**config.mk**
```make
export PLATFORM = sky130hd
export DESIGN_NAME = pipeline_stall_controller
export DESIGN_NICKNAME = d
export VERILOG_FILES = /design/src/rtl/pipeline_pkg.sv /design/src/rtl/sat_counter.sv /design/src/rtl/pipeline_stall_controller.sv
export SDC_FILE = /design/constraint.sdc
export NUM_CORES = 1
export LEC_CHECK = 0
export ABC_CLOCK_PERIOD_IN_PS = 7500
export BUFFER_PORTS_ARGS = -buffer_cell sky130_fd_sc_hd__buf_4
export CAP_MARGIN = 20
export CORE_ASPECT_RATIO = 0.8
export CORE_MARGIN = 2
export CORE_UTILIZATION = 45
export CTS_CLUSTER_SIZE = 14
export DETAILED_ROUTE_END_ITERATION = 10
export GPL_TIMING_DRIVEN = 0
export PLACE_DENSITY = 0.76
export SYNTH_ARGS = -nofsm -noshare
export SYNTH_HDL_FRONTEND = slang
export SYNTH_SLANG_ARGS = --single-unit
export TNS_END_PERCENT = 5
```
**constraint.sdc**
```tcl
create_clock -name clk -period 7.5 [get_ports clk]
set_clock_uncertainty 0.2 [all_clocks]
set_input_delay 1.5 -clock clk [delete_from_list [all_inputs] [get_ports clk]]
set_output_delay 1.5 -clock clk [all_outputs]
set_load 0.05 [all_outputs]
```
**src/rtl/pipeline_pkg.sv**
```systemverilog
// Shared types and constants for the five-stage pipeline stall controller.
package pipeline_pkg;

    // Controller states: normal issue, or waiting on the multicycle EX unit
    typedef enum logic {
        RUN     = 1'b0,
        MC_WAIT = 1'b1
    } ctrl_state_t;

    // Default register-address width (64-entry register file)
    localparam int REG_W_DEFAULT = 6;

    // Hard-wired zero register; never a real data dependency
    localparam logic [REG_W_DEFAULT-1:0] REG_ZERO = '0;

endpackage

```
**src/rtl/sat_counter.sv**
```systemverilog
// Saturating up-counter with synchronous clear; holds at all-ones instead of wrapping.
module sat_counter #(
    parameter int W = 16
) (
    input  logic         clk,
    input  logic         rst,
    input  logic         clear,
    input  logic         inc,
    output logic [W-1:0] count
);

    // Clear wins over increment; increment stops at all-ones
    always_ff @(posedge clk) begin
        if (rst || clear) begin
            count <= '0;
        end else if (inc && (count != {W{1'b1}})) begin
            count <= count + W'(1);
        end
    end

endmodule

```
**src/rtl/pipeline_stall_controller.sv**
```systemverilog
// Stall/flush sequencer for the IF/ID/EX/ME/WB pipeline: load-use bubbles,
// multicycle EX operations and taken-branch flushes, plus a stall-cycle counter.
// Optional watchdog on multicycle operations: define PIPELINE_STALL_CONTROLLER_WDT_EN.
module pipeline_stall_controller
    import pipeline_pkg::*;
#(
    parameter int REG_W      = REG_W_DEFAULT,
    parameter int MC_TIMEOUT = 1024,
    parameter int CNT_W      = 16
) (
    input  logic             clk,
    input  logic             rst,
    input  logic [REG_W-1:0] ra_id,
    input  logic [REG_W-1:0] rb_id,
    input  logic [REG_W-1:0] rf_ex,
    input  logic             mem_read_ex,
    input  logic             mc_start_ex,
    input  logic             mc_done,
    input  logic             branch_taken_ex,
    output logic             stall_pc,
    output logic             stall_id,
    output logic             stall_ex,
    output logic             flush_id,
    output logic             flush_ex,
    output logic             mc_busy,
    output logic [CNT_W-1:0] stall_cycles,
    output logic             mc_timeout
);

    ctrl_state_t      state;
    ctrl_state_t      next_state;
    logic             load_use;
    logic             wdt_hit;
    logic             timeout_flag;
    logic             stall_pc_c;
    logic             stall_id_c;
    logic             stall_ex_c;
    logic             flush_id_c;
    logic             flush_ex_c;
    logic             mc_busy_c;
    logic [CNT_W-1:0] stall_count;

    // Register 0 is hard-wired, so a load targeting it never creates a hazard
    assign load_use = mem_read_ex
                   && (rf_ex != REG_W'(REG_ZERO))
                   && ((rf_ex == ra_id) || (rf_ex == rb_id));

    // Hazard priority and next-state selection
    always_comb begin
        next_state = state;
        stall_pc_c = 1'b0;
        stall_id_c = 1'b0;
        stall_ex_c = 1'b0;
        flush_id_c = 1'b0;
        flush_ex_c = 1'b0;
        mc_busy_c  = 1'b0;
        case (state)
            RUN: begin
                if (branch_taken_ex) begin
                    // Wrong-path instructions in IF/ID and ID/EX are squashed
                    flush_id_c = 1'b1;
                    flush_ex_c = 1'b1;
                end else if (mc_start_ex) begin
                    stall_pc_c = 1'b1;
                    stall_id_c = 1'b1;
                    stall_ex_c = 1'b1;
                    next_state = MC_WAIT;
                end else if (load_use) begin
                    // Hold fetch/decode and push one bubble into EX
                    stall_pc_c = 1'b1;
                    stall_id_c = 1'b1;
                    flush_ex_c = 1'b1;
                end
            end
            MC_WAIT: begin
                // Stalls drop in the mc_done cycle itself so the result is used at once
                mc_busy_c  = 1'b1;
                stall_pc_c = !mc_done;
                stall_id_c = !mc_done;
                stall_ex_c = !mc_done;
                if (mc_done || wdt_hit) begin
                    next_state = RUN;
                end
            end
            default: next_state = RUN;
        endcase
    end

    // Controller state register; reset aborts any multicycle wait
    always_ff @(posedge clk) begin
        if (rst) begin
            state <= RUN;
        end else begin
            state <= next_state;
        end
    end

    // Performance counter of cycles in which the PC is held
    sat_counter #(
        .W(CNT_W)
    ) u_stall_cnt (
        .clk  (clk),
        .rst  (rst),
        .clear(1'b0),
        .inc  (stall_pc_c),
        .count(stall_count)
    );

`ifdef PIPELINE_STALL_CONTROLLER_WDT_EN
    localparam int WDT_W = $clog2(MC_TIMEOUT + 1);

    logic [WDT_W-1:0] wdt_count;

    // Counts MC_WAIT cycles; held at zero in RUN so every operation starts fresh
    sat_counter #(
        .W(WDT_W)
    ) u_wdt_cnt (
        .clk  (clk),
        .rst  (rst),
        .clear(state == RUN),
        .inc  (state == MC_WAIT),
        .count(wdt_count)
    );

    // Last allowed wait cycle without a result; a simultaneous mc_done wins
    assign wdt_hit = (state == MC_WAIT) && !mc_done
                  && (wdt_count == WDT_W'(MC_TIMEOUT - 1));

    // Sticky error flag, cleared only by reset
    always_ff @(posedge clk) begin
        if (rst) begin
            timeout_flag <= 1'b0;
        end else if (wdt_hit) begin
            timeout_flag <= 1'b1;
        end
    end
`else
    logic unused_cfg;

    assign unused_cfg   = ^MC_TIMEOUT;
    assign wdt_hit      = 1'b0;
    assign timeout_flag = 1'b0;
`endif

    // Everything is forced low while reset is held, independent of inputs
    assign stall_pc     = stall_pc_c && !rst;
    assign stall_id     = stall_id_c && !rst;
    assign stall_ex     = stall_ex_c && !rst;
    assign flush_id     = flush_id_c && !rst;
    assign flush_ex     = flush_ex_c && !rst;
    assign mc_busy      = mc_busy_c  && !rst;
    assign mc_timeout   = timeout_flag && !rst;
    assign stall_cycles = rst ? '0 : stall_count;

endmodule

```
; ---- Yosys cells after proc, flatten, opt, wreduce, memory -nomap -nowiden
; Index checks and enable logic that the tools add are counted.
[totals]
reg_bits = 17
inputBits = 24
output_inout_bits = 23
wordCells = 35
[classes]
n_addsub = 1
eq_ne = 3
muxes = 16
n_bitwise = 1
n_reduce_logical = 12
[ops]
columns = op, n
row1 = adder 16 x 1 -> 16 bit (second input constant), 1
row2 = two-way mux 16 bit, 1
row3 = inequality test 16 bit (second input constant), 1
row4 = == test 6 bit, 2
row5 = two-way mux 1 bit, 12
row6 = logical AND 1 bit, 8
row7 = case mux 1 bit (2 select lines), 3
row8 = nonzero test 6 bit, 1
row9 = logical NOT 1 bit, 2
row10 = logical OR 1 bit, 1
row11 = NOT 1 bit, 1

; ---- Logic depth before layout (Yosys ltp)
; Gate-level depths: netlist (run 1).
[depth]
depth_word = 8
ltp_mapped = 7
mapped_depth_nobuf = 6

; ---- Cells and area by module
; A second synthesis (run 1) with hierarchy kept.
[hier_totals]
hier_cells = 149
hier_area_um2 = 1242.4
[modules_own_cells]
columns = module, instances, cells_per_inst, area_each_um2, seq_area_each_um2
row1 = sat_counter, 1, 95, 847.1, 320.3
row2 = pipeline_stall_controller, 1, 54, 395.4, 20.0

; ---- Least setup slack after synthesis (run 1)
; Ideal clock, no wire load.
[synth_path]
path_type = input to output
start = in rf_ex[2]
end = out stall_pc
t_arrival_ns = 3.554
t_required_ns = 5.800
setup_slack_ns = 2.246
stages = 7
path_buffers = 2
cell_sequence = xor2_1 -> nor4_2 -> a22oi_1 -> o31a_1 -> buf_2 -> nor2_1 -> buf_4
[synth_via]
elab_chain_len = 8
word_cells_on_any_way = 11
classes_between = eq/ne (2) / mux (4) / reduce/logical (5)
[synth_lines]
columns = element, line
row1 = from (decl), pipeline_stall_controller.sv:15  ; input logic [REG_W-1:0] rf_ex,
row2 = == test 6 bit or nonzero test 6 bit (tied branches), "pipeline_stall_controller.sv:46, pipeline_stall_controller.sv:45"
row3 = logical OR 1 bit or logical AND 1 bit (tied branches), "pipeline_stall_controller.sv:46, pipeline_stall_controller.sv:45"
row4 = logical AND 1 bit (*), pipeline_stall_controller.sv:46  ; && ((rf_ex == ra_id) || (rf_ex == rb_id));
row5 = two-way mux 1 bit (*) (3 in a row), n/a
row6 = case mux 1 bit (2 select lines) (*), n/a
row7 = logical AND 1 bit (*), n/a
row8 = to (decl), pipeline_stall_controller.sv:20  ; output logic stall_pc,
; Every way passes the cells marked *; elsewhere a longest branch is shown, timed or not.

; ---- Worst setup path in the final report (run 1)
[layout_path]
start = in rf_ex[0]
end = out stall_pc
[layout_via]
elab_chain_len = 8
word_cells_on_any_way = 11
classes_between = eq/ne (2) / mux (4) / reduce/logical (5)
[layout_lines]
columns = element, line
row1 = == test 6 bit or nonzero test 6 bit (tied branches), "pipeline_stall_controller.sv:46, pipeline_stall_controller.sv:45"
row2 = logical OR 1 bit or logical AND 1 bit (tied branches), "pipeline_stall_controller.sv:46, pipeline_stall_controller.sv:45"
row3 = logical AND 1 bit (*), pipeline_stall_controller.sv:46
row4 = two-way mux 1 bit (*), pipeline_stall_controller.sv:68  ; end else if (load_use) begin
row5 = two-way mux 1 bit (*), pipeline_stall_controller.sv:63  ; end else if (mc_start_ex) begin
row6 = two-way mux 1 bit (*), pipeline_stall_controller.sv:59  ; if (branch_taken_ex) begin
row7 = case mux 1 bit (2 select lines) (*), pipeline_stall_controller.sv:57  ; case (state)
row8 = logical AND 1 bit (*), pipeline_stall_controller.sv:146  ; assign stall_pc = stall_pc_c && !rst;
; Marked as above.

==> results of run 1 <==
[final timing paths]
kind	cells after the start	from	to
worst max register to register	7	u_stall_cnt.count[3]$_SDFFE_PP0P_	u_stall_cnt.count[9]$_SDFFE_PP0P_
worst min-delay path	2	u_stall_cnt.count[14]$_SDFFE_PP0P_	u_stall_cnt.count[14]$_SDFFE_PP0P_
worst min register to register	2	u_stall_cnt.count[14]$_SDFFE_PP0P_	u_stall_cnt.count[14]$_SDFFE_PP0P_
worst max-delay path	8	rf_ex[0]	stall_pc
[layout by cell type, fill, tap and decap left out, types with 4 or more instances in the layout]
cell type,n
nor2b_1,17
o21ai_0,4
nand4_1,5
mux2_2,10
nor2_1,17
dfxtp_1,17
nor3_1,11
nand3_1,4
buf_4,46
xor2_1,12
clkbuf_1,4
a21oi_1,6
nand2_1,8
[metal layers]
layer | routed length [um] | vias to the layer above | GRT usage
li1 | - | 618 | -
met1 | 1413 | 560 | 0.2973
met2 | 1497 | 30 | 0.3493
met3 | 127 | 7 | 0.04987
met4 | 55 | 0 | 0.08156
met5 | 0 | - | 0
[state kept, by name, summed over array words and instances, names as in the netlist]
signal and cells:
state 1, u_stall_cnt.count 16
[cell usage after synthesis, types with 2 or more instances]
library cell / instances
a21oi_1: 6
and2_1: 2
and4_1: 2
buf_1: 2
buf_2: 3
buf_4: 2
clkbuf_1: 3
dfxtp_1: 17
mux2_2: 10
nand2_1: 8
nand3_1: 4
nand4_1: 5
nor2_1: 17
nor2b_1: 17
nor3_1: 11
nor3b_1: 3
nor4_1: 2
o21ai_0: 4
or3_1: 2
or4_1: 3
xor2_1: 12
[stage by stage]
step                      total power (W)  std cells
after detailed placement        0.0001398        230
after CTS                       0.0001905        234
after floorplan                 0.0001212        150
final                           0.0001905        234
after global placement          0.0001385        230
after global routing            0.0001992        234
[worst register-to-register path: cells and delay by family (launching register included)]
| family | cells | cell delay, ns |
|---|---|---|
| AND/OR/NAND/NOR | 4 | 1.02 |
| flip-flops | 1 | 0.42 |
| multiplexers | 1 | 0.28 |
| buffers and inverters | 2 | 0.47 |
[kinds of logic (layout without fill, tap and decap cells)]
logic type,count (synthesis),count (layout)
xor+xnor,12,12
other cells,1,1
mux,10,10
flops,17,17
simple gates,82,82
buf+inv,12,60
compound gates,15,15
fa+ha+maj,1,1
[where the power goes]
group	leakage, nW	internal, W	switching, W
registers	0.137	0.0000913	0.00000137
clock network	0.0150	0.0000208	0.0000317
logic	0.536	0.0000194	0.0000259
[cell type report]
class / instances / area (sq um) / area share
timing repair buffer: 44 / 330.3 / 0.2079
tap: 36 / 45.04 / 0.02835
inverter: 1 / 3.754 / 0.002362
clock buffer: 4 / 26.28 / 0.01654
multi-input combinational: 121 / 783.3 / 0.4929
buffer: 11 / 60.06 / 0.03780
sequential: 17 / 340.3 / 0.2142
==> summary.txt, run 1 <==
Status
  – Status: completed

Timing
  – Setup violations, final: 0
  – WHS: 0.3042 ns
  – Max_slew headroom: 0.6675
  – Achievable clock frequency: between 150 and 200 MHz
  – Crit path time final: 5.074 ns
  – Tcrit/Tclk final: 0.6765
  – TNS Setup: 0 ns
  – Worst-Margin Slew: around 0.5 ns
  – Final WS setup: approximately 2.4 ns
  – RSZ-0062 raised after global routing: false
  – Final Hold Fails: 0
  – Slew Viols, Final: 0

Worst setup path
  – Most used cell, CP: buf_4
  – Worst Path Arrival: approximately 3.4 ns
  – Kind of critical path: input port to primary output
  – CP delay by family, top: buffers and inverters
  – Crit path buf inv count: 4
  – CP required: 5.80 ns
  – Worst-path maximum fanout: 10
  – Startpoint Class: input port
  – Crit end category: primary output
  – Crit path cell chain: buf_4 -> or4_1 -> o31ai_1 -> o31a_1 -> buf_2 -> nor2_1 -> buf_4 -> buf_4
  – Peak per-stage delay on the critical path: around 0.54 ns
  – Worst R2R Setup Slack: about 5 ns
  – Slowest cell on the critical path: or4_1

Pwr
  – Leakage: between 0.6 and 0.7 nW
  – Power per cell area: 119.9 nW/um^2
  – Worst VDD drop: 0.00008744 V

Clock tree
  – Post-CTS setup buffer count: 0
  – Clk Latency, worst-skew pair: 0.31 ns
  – Cts bufs inserted: 3
  – Clk sinks: 17
  – Clock-pin slew on the worst setup and hold paths: ~0.10 ns
  – Cts repair resizes: 0
  – H-Tree Depth: 1
  – Clock Root Buffer: clkbuf_4
  – CTS tree: done
  – CTS Hold Bufs: 0
  – Max Root-Sink Buffers: 2

Routing
  – Detailed-route via count: 1,215
  – Initial DRC Count: 36
  – DR vias/cell: just over 5
  – First drt pass iteration count: 4
  – ANT nets after route: 0
  – Avg WL per Cell: 13.22 um
  – Residual DRC: 0
  – Drt total wl: between 3000 and 4000 um

Placed design
  – Placed instance area: between 1500 and 2000 sq um
  – Port Buf Inserts: 44
  – Post-DP HPWL: about 2400 um
  – Placement Setup Slack: 2.440 ns
  – Placer congestion estimate: 0.8049

Logic synthesis
  – Synth Flop Type: dfxtp_1
  – Synthesized area: ~1200 sq um
  – Largest cells by area after synthesis: dfxtp_1 (29%), mux2_2 (9.5%), nor2b_1 (9.0%)
  – Synth area leader: dfxtp_1
  – Synth Instances: 150
  – Seq/Total Area, Yosys: 0.2866
  – Syn Area/Cell: about 7.9 sq um
  – Synth warn: 0
  – Multiplexer area fraction after synthesis: 0.09484
  – Seq cells post-synth: 17
  – Post-synth top area share: 0.2866
  – Netlist cell types: 36
  – Mapped Nets: ~180
  – XOR/XNOR Fraction of Synth Area: 0.08851
  – Compound-Gate Fraction of Synth Area: 0.07587
  – Synth Area in Simple Gates: 0.3867
  – Number of flops mapped to enable cells by yosys: 0
  – Post-synthesis adder-cell area fraction: 0.01054
  – Asr flop ratio synth: 0
  – Largest family of logic cells by synthesized area: simple AND/OR/NAND/NOR gates

Global routing
  – GRT Overall Usage: 0.2236
  – Number of global-route vias before repair: 1,176
  – Largest net degree at the start of global routing: 11
  – Initial antenna violation count: 0
  – GRT Residual Overflow: 0
  – Global-route wire length before repair: 5140 um

Layout
  – N_diodes: 0
  – Nets: 224
  – Fin util: 0.6401
  – Fillers: 237
  – Layout cells sized above 1: 0.3283
  – P&R area growth vs syn: 33.82%
  – Design area: 1589 sq um

Floorplan
  – Ports: between 40 and 50
  – Row cnt: 16
  – Area of the core: 2482 sq um
  – Die area: 3068 sq um
  – Starting Density: 0.4783
  – Die height: 49.95 um
  – Die X-Extent: ~61 um

Min path
  – Hold/Removal Path Class: register to register

Flow run
  – Max Cap Viol: 0
(Power assumes the default switching activity.)
==> run 2, diff against run 1 <==
ABC_AREA = 1   (was unset)
ABC_CLOCK_PERIOD_IN_PS = 5100   (was 7500)
PLACE_DENSITY = 0.73   (was 0.76)
clock period = 5.1 ns   (was 7.5 ns; I/O delays follow)
==> run 2 against run 1 <==
- combinational power up 79%
- total power increased by 68%
- largest cell class unchanged
- worst setup slack got worse by 0.75 ns
- sequential power grew 47%
- critical endpoint unchanged
- highest routed layer unchanged
==> summary.txt, run 2 <==
Worst setup path
  – Critical R2R Launch: u_stall_cnt.count[1]$_SDFFE_PP0P_
  – Worst R2R Setup Slack: 3.09 ns (-1.92 ns)
  – Worst Setup SP: rf_ex[4]
  – Startpoint Class: input port
  – CP required: 3.88 ns (-1.92 ns)
  – Kind of critical path: input port to primary output
  – Crit end category: primary output
  – Worst r2r dst: u_stall_cnt.count[0]$_SDFFE_PP0P_
  – Worst-path maximum fanout: 3 (-7)
  – Worst Path Arrival: 2.20 ns (-1.17 ns)
  – Worst R2R Path Depth: 7 (unchanged)

Floorplan
  – Area of the core: 3108 sq um (+25%)
  – Die height: 55.39 um (+11%)
  – Ports: 47 (unchanged)
  – Die X-Extent: 68.23 um (+11%)
  – Die area: 3779 sq um (+23%)
  – Row cnt: 18 (+2)
  – Starting Density: 0.4779 (about the same)

Pwr
  – Leakage: 0.9947 nW (+44%)
  – Switching Fraction: 0.3090 (-0.0004322)
  – Switching power: 0.00009910 W (+68%)
  – Internal: 0.0002216 W (+69%)
  – Worst VDD drop: 0.0001425 V (+63%)
  – Seq pwr share: 0.423 (-0.064)
  – Power per cell area: 167.9 nW/um^2 (+40%)
  – Clock group share of total power: 0.324 (+0.049)
  – Comb power frac: 0.253 (+0.015)

Global routing
  – Global-route wire length before repair: 6113 um (+19%)
  – Largest net degree at the start of global routing: 11 (unchanged)
  – Most used routing layer: met2
  – Initial antenna violation count: 0 (unchanged)
  – GR Util met3: 0.04888 (-0.0009889)
  – GRT Residual Overflow: 0 (unchanged)
  – GR Util met2: 0.3162 (-0.03306)
  – GRT Overall Usage: 0.2052 (-0.01841)
  – Met1 usage: 0.2971 (about the same)
  – Number of global-route vias before repair: 1,394 (+19%)

Timing
  – Slew Viols, Final: 0 (unchanged)
  – WHS: 0.2861 ns (-0.01810 ns)
  – Final Hold Fails: 0 (unchanged)
  – Crit path time final: 3.419 ns
  – Achievable clock frequency: between 200 and 300 MHz
  – Worst-Margin Slew: 0.6517 ns (+0.1568 ns)
  – TNS Setup: 0 ns (unchanged)
  – Tcrit/Tclk final: 0.6704
  – RSZ-0062 raised after global routing: false
  – Setup violations, final: 0 (unchanged)
  – Max_slew headroom: 0.5655 (-0.1020)

Placed design
  – Post-DP HPWL: 2813 um (+15%)
  – Placer congestion estimate: 0.8592 (+6.7%)
  – Port Buf Inserts: 44 (unchanged)
  – Dpl cells: 334 (+45%)

Logic synthesis
  – Syn Area/Cell: 5.941 sq um (-25%)
  – Seq cells post-synth: 17 (unchanged)
  – Most instantiated cells after synthesis: nand2_1 (70), nor2_1 (41), inv_1 (38)
  – Mapped Nets: 275 (+57%)
  – Seq/Total Area, Yosys: 0.2291 (-0.05747)
  – Number of flops mapped to enable cells by yosys: 0 (unchanged)
  – Top-count cell post-synth: nand2_1
  – Synth area leader: dfxtp_1
  – Synth warn: 0 (unchanged)
  – Asr flop ratio synth: 0 (unchanged)
  – Synth Flop Type: dfxtp_1
  – Largest cells by area after synthesis: dfxtp_1 (23%), nand2_1 (18%), nor2_1 (10%)
  – Post-synth top area share: 0.2291 (-0.05747)
  – Synthesized area: 1485 sq um (+25%)
  – Netlist cell types: 23 (-36%)
  – Synth Instances: 250 (+67%)

Layout
  – Nets: 324 (+45%)
  – Layout cells sized above 1: 0.2651 (-0.06318)
  – Most frequent cells in the layout: nand2_1 (70), buf_4 (47), nor2_1 (41)
  – Final non-filler cell total: 338 (+44%)
  – Top reg by flops: u_stall_cnt.count
  – Fillers: 303 (+28%)
  – N_diodes: 0 (unchanged)
  – Commonest non-fill, non-tap cell in the layout: nand2_1
  – Top flop regs: u_stall_cnt.count (16), state (1)
  – Largest register FFs: 16 (unchanged)
  – P&R area growth vs syn: 28.64%

Clock tree
  – H-Tree Depth: 1 (unchanged)
  – Post-CTS setup buffer count: 0 (unchanged)
  – CTS tree: done
  – Clock-pin slew on the worst setup and hold paths: 0.07 ns (-0.03 ns)
  – Max Root-Sink Buffers: 2 (unchanged)
  – Cts repair resizes: 0 (unchanged)
  – CTS Hold Bufs: 0 (unchanged)
  – Clock Root Buffer: clkbuf_8
  – Clk Latency, worst-skew pair: 0.25 ns (-0.06 ns)
  – Cts bufs inserted: 3 (unchanged)
  – Clk sinks: 17 (unchanged)

Routing
  – Avg WL per Cell: 10.53 um (-20%)
  – DR vias/cell: 4.719 (-9.1%)
  – ANT nets after route: 0 (unchanged)
  – First drt pass iteration count: 4 (unchanged)
  – Detailed-route via count: 1,595 (+31%)
  – Residual DRC: 0 (unchanged)
  – Initial DRC Count: 94 (+160%)
  – Drt total wl: 3559 um (+15%)

Min path
  – Hold worst-path end: u_stall_cnt.count[8]$_SDFFE_PP0P_
  – Hold path depth: 2 (unchanged)
  – Hold/Removal Path Class: register to register
  – Hold path start: u_stall_cnt.count[8]$_SDFFE_PP0P_

Status
  – Status: completed

Flow run
  – Max Cap Viol: 0 (unchanged)
run 2: power groups by stage:
stage          Sequential (W)  Combinational [W]  Clock, W
2_1_floorplan        0.000139          0.0000517         0
3_3_place_gp         0.000139          0.0000803         0
3_5_place_dp         0.000139          0.0000810         0
4_1_cts              0.000136          0.0000812  0.000105
5_1_grt              0.000136          0.0000894  0.000113
6_report             0.000136          0.0000811  0.000104
run 2: how the worst max path moves through the flow:
| stage | endpoint | slack [ns] | depth (start not counted) |
|---|---|---|---|
| 3_3_place_gp | stall_pc | 1.70 | 11 |
| 3_5_place_dp | stall_pc | 1.69 | 11 |
| 6_report | stall_pc | 1.68 | 11 |
| 2_1_floorplan | stall_pc | 1.26 | 9 |
| 5_1_grt | stall_pc | 1.52 | 11 |
| 4_1_cts | stall_pc | 1.68 | 11 |
run 2: cell families (layout without fill, tap and decap cells):
kind of cell | Yosys count | after routing | synth area share
AOI/OAI and AO/OA | 19 | 19 | 0.08087
xor gates and xnor gates | 10 | 10 | 0.05897
adders and majority gates | 1 | 1 | 0.008423
buffers and inverters | 55 | 103 | 0.1643
DFF | 17 | 17 | 0.2292
other | 1 | 1 | 0.002525
and+or+nand+nor | 147 | 147 | 0.4558
run 2: through the flow:
step	util	cell area, sq um	setup WS (ns)	total power (W)
after floorplan	-	1485	1.263	0.0001902
after global placement	0.6002	1866	1.702	0.0002191
after detailed placement	0.6002	1866	1.693	0.0002198
after CTS	0.6147	1911	1.683	0.0003220
after global routing	0.6147	1911	1.519	0.0003380
final	0.6147	1911	1.681	0.0003207
run 2: routing by layer:
metal / up-vias / wire [um]
li1: 852 / -
met1: 705 / 1822
met2: 36 / 1539
met3: 2 / 183
met4: 0 / 14
met5: - / 0
run 2: final cells by class:
type,instances,area [sq um],share of cell area
tap,40,50.05,0.02620
timing repair buffer,44,330.3,0.1729
inverter,45,168.9,0.08841
sequential,17,340.3,0.1781
clock buffer,4,45.04,0.02358
multi-input combinational,178,900.9,0.4715
buffer,10,75.07,0.03929
run 2: critical path, stage by stage:
cell and delay, ns:
buf_4 0.10, inv_2 0.04, nand2_1 0.05, nand2_1 0.06
nor2_1 0.14, nand3_1 0.09, nand2_1 0.08, nand3_1 0.10
a21oi_1 0.21, buf_4 0.14, buf_4 0.18
